--- src/rtl/cpu_types_pkg.sv ---
// Shared types for the CPU datapath and its pipeline sequencing logic.
package cpu_types_pkg;

  localparam int REG_W_DEF = 5;

  typedef logic [REG_W_DEF-1:0] regbits_t;

  typedef enum logic [1:0] {
    RUN    = 2'd0,
    DWAIT  = 2'd1,
    IWAIT  = 2'd2,
    HALTED = 2'd3
  } pctrl_state_t;

endpackage

--- src/rtl/pipeline_ctrl_load_use.sv ---
// Flags a load in EX whose destination feeds either source of the instruction in ID.
module load_use_detect #(
  parameter int REG_W = cpu_types_pkg::REG_W_DEF
) (
  input  logic             ex_memread,
  input  logic [REG_W-1:0] ex_rt,
  input  logic [REG_W-1:0] id_rs,
  input  logic [REG_W-1:0] id_rt,
  output logic             hazard
);

  // Register 0 is hardwired to zero, so a load targeting it never creates a dependency.
  assign hazard = ex_memread && (ex_rt != '0) && ((ex_rt == id_rs) || (ex_rt == id_rt));

endmodule

--- src/rtl/pipeline_ctrl.sv ---
// Pipeline sequencer: advance decision, hazard/flush overrides, halt latch, stall counter.
//   state  | meaning
//   RUN    | no hit latched, waiting for the cycle's fetch (and data access if any)
//   DWAIT  | ihit already seen, waiting for dhit
//   IWAIT  | dhit already seen, waiting for ihit
//   HALTED | halt retired in WB; pipe frozen until reset
module pipeline_ctrl
  import cpu_types_pkg::*;
#(
  parameter int CNT_W = 32,
  parameter int REG_W = REG_W_DEF
) (
  input  logic             CLK,
  input  logic             nRST,
  input  logic             ihit,
  input  logic             dhit,
  input  logic             mem_dren,
  input  logic             mem_dwen,
  input  logic             branch_taken,
  input  logic             jump_id,
  input  logic             ex_memread,
  input  logic [REG_W-1:0] ex_rt,
  input  logic [REG_W-1:0] id_rs,
  input  logic [REG_W-1:0] id_rt,
  input  logic             halt_wb,
  output logic             pc_wen,
  output logic             ifid_wen,
  output logic             ifid_flush,
  output logic             idex_wen,
  output logic             idex_flush,
  output logic             exmem_wen,
  output logic             exmem_flush,
  output logic             memwb_wen,
  output logic             halt,
  output logic [CNT_W-1:0] stall_cnt
);

  pctrl_state_t state;
  logic         dreq;
  logic         adv;
  logic         hazard;

  load_use_detect #(.REG_W(REG_W)) u_load_use (
    .ex_memread (ex_memread),
    .ex_rt      (ex_rt),
    .id_rs      (id_rs),
    .id_rt      (id_rt),
    .hazard     (hazard)
  );

  assign dreq = mem_dren || mem_dwen;

  always_comb begin
    adv = 1'b0;
    unique case (state)
      RUN:     adv = ihit && (!dreq || dhit);
      DWAIT:   adv = dhit;
      IWAIT:   adv = ihit;
      HALTED:  adv = 1'b0;
      default: adv = 1'b0;
    endcase
  end

  always_comb begin
    pc_wen      = 1'b0;
    ifid_wen    = 1'b0;
    ifid_flush  = 1'b0;
    idex_wen    = 1'b0;
    idex_flush  = 1'b0;
    exmem_wen   = 1'b0;
    exmem_flush = 1'b0;
    memwb_wen   = 1'b0;
    if (nRST && adv) begin
      pc_wen    = 1'b1;
      ifid_wen  = 1'b1;
      idex_wen  = 1'b1;
      exmem_wen = 1'b1;
      memwb_wen = 1'b1;
      // A taken branch kills the younger instructions, so a load-use stall on them is moot.
      if (branch_taken) begin
        ifid_flush  = 1'b1;
        idex_flush  = 1'b1;
        exmem_flush = 1'b1;
      end else if (hazard) begin
        pc_wen     = 1'b0;
        ifid_wen   = 1'b0;
        idex_flush = 1'b1;
      end else if (jump_id) begin
        ifid_flush = 1'b1;
      end
    end
  end

  always_ff @(posedge CLK) begin
    if (!nRST) begin
      state     <= RUN;
      stall_cnt <= '0;
    end else begin
      if (state != HALTED && !adv && stall_cnt != '1)
        stall_cnt <= stall_cnt + CNT_W'(1);
      if (adv) begin
        state <= halt_wb ? HALTED : RUN;
      end else if (state == RUN) begin
        if (ihit && dreq && !dhit)
          state <= DWAIT;
        else if (dhit && !ihit)
          state <= IWAIT;
      end
    end
  end

  assign halt = (state == HALTED) && nRST;

endmodule

--- config.mk ---
export PLATFORM = sky130hd
export DESIGN_NAME = pipeline_ctrl
export DESIGN_NICKNAME = d
export VERILOG_FILES = /design/src/rtl/cpu_types_pkg.sv /design/src/rtl/pipeline_ctrl_load_use.sv /design/src/rtl/pipeline_ctrl.sv
export SDC_FILE = /design/constraint.sdc
export NUM_CORES = 1
export LEC_CHECK = 0
export CAP_MARGIN = 5
export CORE_ASPECT_RATIO = 0.9
export CORE_MARGIN = 2
export CORE_UTILIZATION = 49
export DETAILED_ROUTE_END_ITERATION = 10
export HOLD_SLACK_MARGIN = 0.06
export PLACE_DENSITY = 0.87
export RECOVER_POWER = 25
export SETUP_SLACK_MARGIN = 0.3
export SYNTH_ARGS = -nofsm -noshare
export SYNTH_HDL_FRONTEND = slang
export SYNTH_HIERARCHICAL = 1
export SYNTH_SLANG_ARGS = --single-unit
--- constraint.sdc ---
create_clock -name CLK -period 6.4 [get_ports CLK]
set_input_delay 1.92 -clock CLK [delete_from_list [all_inputs] [get_ports CLK]]
set_output_delay 1.92 -clock CLK [all_outputs]
set_load 0.005 [all_outputs]
Word level (Yosys, flattened, before mapping) --
Cells that the tools add are included.
Word-level totals: flip-flop bits (word level) 34, input bits 25, output and inout port bits 41, word-level logic and storage cells 51
Cells by class: $add $sub $neg 1, eq/ne operators 7, muxes and demuxes 19, reduce and logical (&&, ||, !) cells 22
Operators by type and width (count):
- 32-bit by 1-bit adder with 32-bit output, second input constant | 1
- 32-bit != test, second input constant | 1
- 1-bit 2-to-1 mux | 13
- 5-bit == test | 2
- 1-bit logical AND | 10
- 2-bit 2-to-1 mux | 5
- 5-bit nonzero test | 1
- 2-bit == test, second input constant | 2
- 1-bit zero test | 4
- 1-bit one-hot mux with 4 select lines | 1
- 1-bit logical OR | 3
- 3-bit nonzero test | 1
- 2-bit by 1-bit == test with 1-bit output, second input constant | 1
- 2-bit zero test | 1
- 2-bit != test, second input constant | 1
- 2-bit AND reduction | 1
- 2-bit nonzero test | 1

Longest topological paths before layout --
word-level depth 8, mapped depth 7, gate-level depth less buffers 6

By module --
Netlist, hierarchy kept.
Modules (own cells, without submodules):
- pipeline_ctrl | times used 1, cells an instance 230, area each 1878.1 um^2, sequential area each 680.7 um^2
- load_use_detect | times used 1, cells an instance 17, area each 125.1 um^2, sequential area each 0.0 um^2

Least setup slack after synthesis --
OpenSTA, ideal clock, no wires.
kind input to output, start input mem_dwen, end output pc_wen, arrival time 3.058 ns, data required time 4.480 ns, setup slack 1.422 ns, cell stages on the path 5, buffers on the path 1, path through or2_2 a221oi_1 nand2_1 a21oi_1 buf_4
Between the ends: word-level cells in the longest chain between the ends 7
RTL lines:
- start, declared | RTL line pipeline_ctrl.sv:18 | input logic mem_dwen,
- 1-bit logical OR | RTL line pipeline_ctrl.sv:51 | assign dreq = mem_dren || mem_dwen;
- 1-bit zero test | RTL line pipeline_ctrl.sv:56 | RUN: adv = ihit && (!dreq || dhit);
- 1-bit logical OR | RTL line pipeline_ctrl.sv:56
- 1-bit logical AND | RTL line pipeline_ctrl.sv:56
- 1-bit one-hot mux with 4 select lines | RTL line pipeline_ctrl.sv:55 | unique case (state)
- 1-bit logical AND | RTL line pipeline_ctrl.sv:73 | if (nRST && adv) begin
- 1-bit 2-to-1 mux
- end, declared | RTL line pipeline_ctrl.sv:26 | output logic pc_wen,
No other way between the ends.

Worst setup path in the final report --
start input mem_dwen, end output ifid_flush
Between the ends: word-level cells in the longest chain between the ends 7
RTL lines:
- 1-bit logical OR | RTL line pipeline_ctrl.sv:51
- 1-bit zero test | RTL line pipeline_ctrl.sv:56
- 1-bit logical OR | RTL line pipeline_ctrl.sv:56
- 1-bit logical AND | RTL line pipeline_ctrl.sv:56
- 1-bit one-hot mux with 4 select lines | RTL line pipeline_ctrl.sv:55
- 1-bit logical AND | RTL line pipeline_ctrl.sv:73
- 1-bit 2-to-1 mux | RTL line pipeline_ctrl.sv:73
- end, declared | RTL line pipeline_ctrl.sv:28 | output logic ifid_flush,
No other way between the ends.

==> out/metrics.yaml <==
run_status:
  run_status: "completed"
worst_setup_path:
  path_cells: "dlygate4sd3_1 -> or2_2 -> a221oi_1 -> nand2_1 -> a21oi_1 -> clkdlybuf4s50_1"
  worst-r2r-cell-count: 5
  cp_data_required_time_ns: 4.48
  critPathSlowestCell: "clkdlybuf4s50_1"
  timing.rr.end: "stall_cnt[27]$_SDFFE_PN0P_"
  timing.rr.start: "stall_cnt[26]$_SDFFE_PN0P_"
  cp-end-kind: "output pin"
  worstSetupEndpoint: "ifid_flush"
  critical_path_class: "input port to output pin"
  rrSetupSlack_ns: 4.11
  cp_max_fo: 5
  max_stage_delay_ns: 0.56
  startpoint: "mem_dwen"
  critPathArrivalTime_ns: 4.13
  worst_setup_path_start_kind: "input port"
global_route:
  grt_pass1_vias: 1899
  overflow: 0
  grt_use_total_pct: 23.0
  antenna_found_initial: 0
  grt_max_degree: 30
  grt_pass1_wl_mm: 8.46
floorplanning:
  io_pins: 66
  core_area_um2: 3990
  rows: 22
  fp.dieH_um: 64.7
  dieArea_um2: 4620
  die_w_um: 71.4
  start_util_pct: 50.2
placed_design:
  io_buffers: 65
  pre_cts_ws_ns: 0.419
  dp.cells: 348
  routabilityCongestion: 0.836
  dp_hpwl_mm: 3.75
cts:
  htree_num_levels: 2
  cts.clk_slew.worst_paths_ns: 0.07
  clock_latency_ns: 0.29
  cts_buffers: 5
  cts_tree: "yes"
  cts_hold_buf: 0
  cts_resized: 0
  cts-root-buf: "clkbuf_8"
  cts.sinks: 34
  clk_path_buf_depth: 2
  post-cts-setup-buffer-count: 0
routing:
  dr.pass1.iters: 4
  antenna_left: 0
  totalWireLength_mm: 5.02
  drtIter0Drc: 146
  wl_per_cell_um: 14.1
  post-route-drc-count: 0
  num_vias: 2075
  via_per_inst: 5.83
timing:
  rsz0062_at_grt: "false"
  worstMarginPinSlew_ns: 0.887
  max_freq_mhz: 165
  min_period_over_period_pct: 94.6
  slew_headroom_pct: 40.8
  slew_violations: 0
  tns_ns: 0
  skew_ns: 0.00437
  min_period_ns: 6.05
  final-hold-violation-count: 0
  setup-violations-final: 0
  setup_slack_ns: 0.346
job:
  cap_viol_max_count: 0
layout:
  antenna-diode-count: 0
  drive_gt1_share_pct: 6.17
  final_cells: 356
  fin_nets: 333
  area.growth.synth_to_final_pct: 36.3
yosys:
  synth-seq-cells: 34
  syn_inst: 247
  seq_area_frac_synth_pct: 34.0
  ys_types: 37
  synth_nets: 273
  yosys_warnings: 6
  syn_area_um2: 2000
  syn_avg_cell_area_um2: 8.11
power_and_ir_drop:
  leakagePower_nw: 0.940
  vdd_drop_max_mv: 0.0944
  power_density_nw_per_um2: 163
min_path:
  hp-class: "register to register"
==> synthesized netlist by cell type <==
cell / number / share of area (%)
nor4_2: 1 / 0.62
o211ai_2: 1 / 0.62
or3_1: 20 / 6.2
nand3_1: 14 / 3.5
a21oi_1: 30 / 7.5
o211a_1: 1 / 0.50
and4_1: 6 / 2.6
or4_1: 8 / 3.0
o32ai_1: 1 / 0.44
nand2b_1: 3 / 0.94
inv_1: 10 / 1.9
a221oi_1: 1 / 0.44
and3_1: 2 / 0.62
nor2_1: 15 / 2.8
o31ai_1: 5 / 1.9
nand4_1: 12 / 3.7
nor4_1: 1 / 0.31
o311a_1: 1 / 0.50
or4b_4: 1 / 0.69
xnor2_1: 5 / 2.2
mux2i_1: 1 / 0.50
o2111ai_2: 2 / 1.5
o21ai_0: 19 / 4.7
nor3_4: 1 / 0.81
or2_2: 2 / 0.62
a311o_1: 1 / 0.50
xor2_1: 9 / 3.9
o21ai_1: 5 / 1.2
dfxtp_1: 34 / 34
buf_4: 9 / 3.4
clkbuf_1: 4 / 0.75
o31ai_4: 1 / 1.1
nand4_2: 1 / 0.62
nor3_1: 4 / 1.0
nand4_4: 1 / 1.1
ha_1: 1 / 0.62
nand2_1: 14 / 2.6
==> critical path: cells and delay by family <==
kind / cells / cell delay [ns]
AND/OR/NAND/NOR: 2 / 0.51
AO/OA/AOI/OAI: 2 / 0.60
buffers and inverters: 2 / 1.11
==> logic make-up after synthesis <==
| group | count (synthesis) | synth area share (%) |
|---|---|---|
| adders and majority gates | 1 | 0.625 |
| DFF | 34 | 34.0 |
| buffers and inverters | 23 | 6.00 |
| AOI/OAI and AO/OA | 68 | 20.9 |
| and+or+nand+nor | 106 | 31.9 |
| xor gates and xnor gates | 14 | 6.12 |
| muxes | 1 | 0.500 |
==> per-layer routing <==
layer / vias up / GRT usage (%) / routed length, µm
li1: 1043 / - / -
met1: 969 / 27.0 / 2220
met2: 53 / 39.8 / 2460
met3: 10 / 5.13 / 230
met4: 0 / 10.1 / 105
met5: - / 0 / 0
==> stage by stage <==
step | power, mW | util, % | hold WS (ns) | instance area, µm²
detailed placement | 0.287 | 66.1 | 0.508 | 2640
CTS | 0.448 | 68.4 | 0.517 | 2730
global placement | 0.285 | 66.1 | 0.493 | 2640
finish | 0.446 | 68.4 | 0.509 | 2730
global route | 0.463 | 68.4 | 0.554 | 2730
floorplan | 0.253 | - | 0.487 | 2000
==> registers in the layout, indices dropped and copies added (netlist names) <==
register   count
stall_cnt     32
state          2
==> worst min path at each step <==
stage	slack, ns	cells after the start	startpoint	end
3_5_place_dp	0.51	2	stall_cnt[12]$_SDFFE_PN0P_	stall_cnt[12]$_SDFFE_PN0P_
2_1_floorplan	0.49	2	stall_cnt[25]$_SDFFE_PN0P_	stall_cnt[25]$_SDFFE_PN0P_
5_1_grt	0.55	2	stall_cnt[25]$_SDFFE_PN0P_	stall_cnt[25]$_SDFFE_PN0P_
6_report	0.51	2	stall_cnt[12]$_SDFFE_PN0P_	stall_cnt[12]$_SDFFE_PN0P_
4_1_cts	0.52	2	stall_cnt[12]$_SDFFE_PN0P_	stall_cnt[12]$_SDFFE_PN0P_
3_3_place_gp	0.49	2	stall_cnt[25]$_SDFFE_PN0P_	stall_cnt[25]$_SDFFE_PN0P_
==> where the power goes <==
part	internal [mW]	leakage (nW)	total, mW	switching, mW
sequential	0.215	0.275	0.220	0.00516
clock	0.0868	0.0482	0.164	0.0775
combinational	0.0352	0.617	0.0616	0.0264
total	0.337	0.940	0.446	0.109
==> cells in the final DEF (no fill, tap or decap), types with 2 or more instances in the layout <==
| cell type | instances |
|---|---|
| o2111ai_2 | 2 |
| xnor2_1 | 5 |
| o21ai_0 | 19 |
| or3_1 | 20 |
| nand2_1 | 14 |
| dlygate4sd3_1 | 18 |
| dfxtp_1 | 34 |
| a21oi_1 | 30 |
| clkbuf_8 | 6 |
| or4_1 | 8 |
| o21ai_1 | 5 |
| inv_1 | 10 |
| and3_1 | 2 |
| nand4_1 | 12 |
| or2_2 | 2 |
| nor3_1 | 4 |
| nand3_1 | 14 |
| clkdlybuf4s50_1 | 47 |
| o31ai_1 | 5 |
| nand2b_1 | 3 |
| nor2_1 | 15 |
| xor2_1 | 9 |
| and4_1 | 6 |
==> layout make-up <==
class	count	area, µm²
Sequential cell	34	681
Clock inverter	1	5.00
Clock buffer	7	86.3
Timing Repair Buffer	66	658
Inverter	10	37.5
Multi-Input combinational cell	190	1200
Tap cell	48	60.1
Fill cell	330	1260
(Power assumes the default switching activity.)
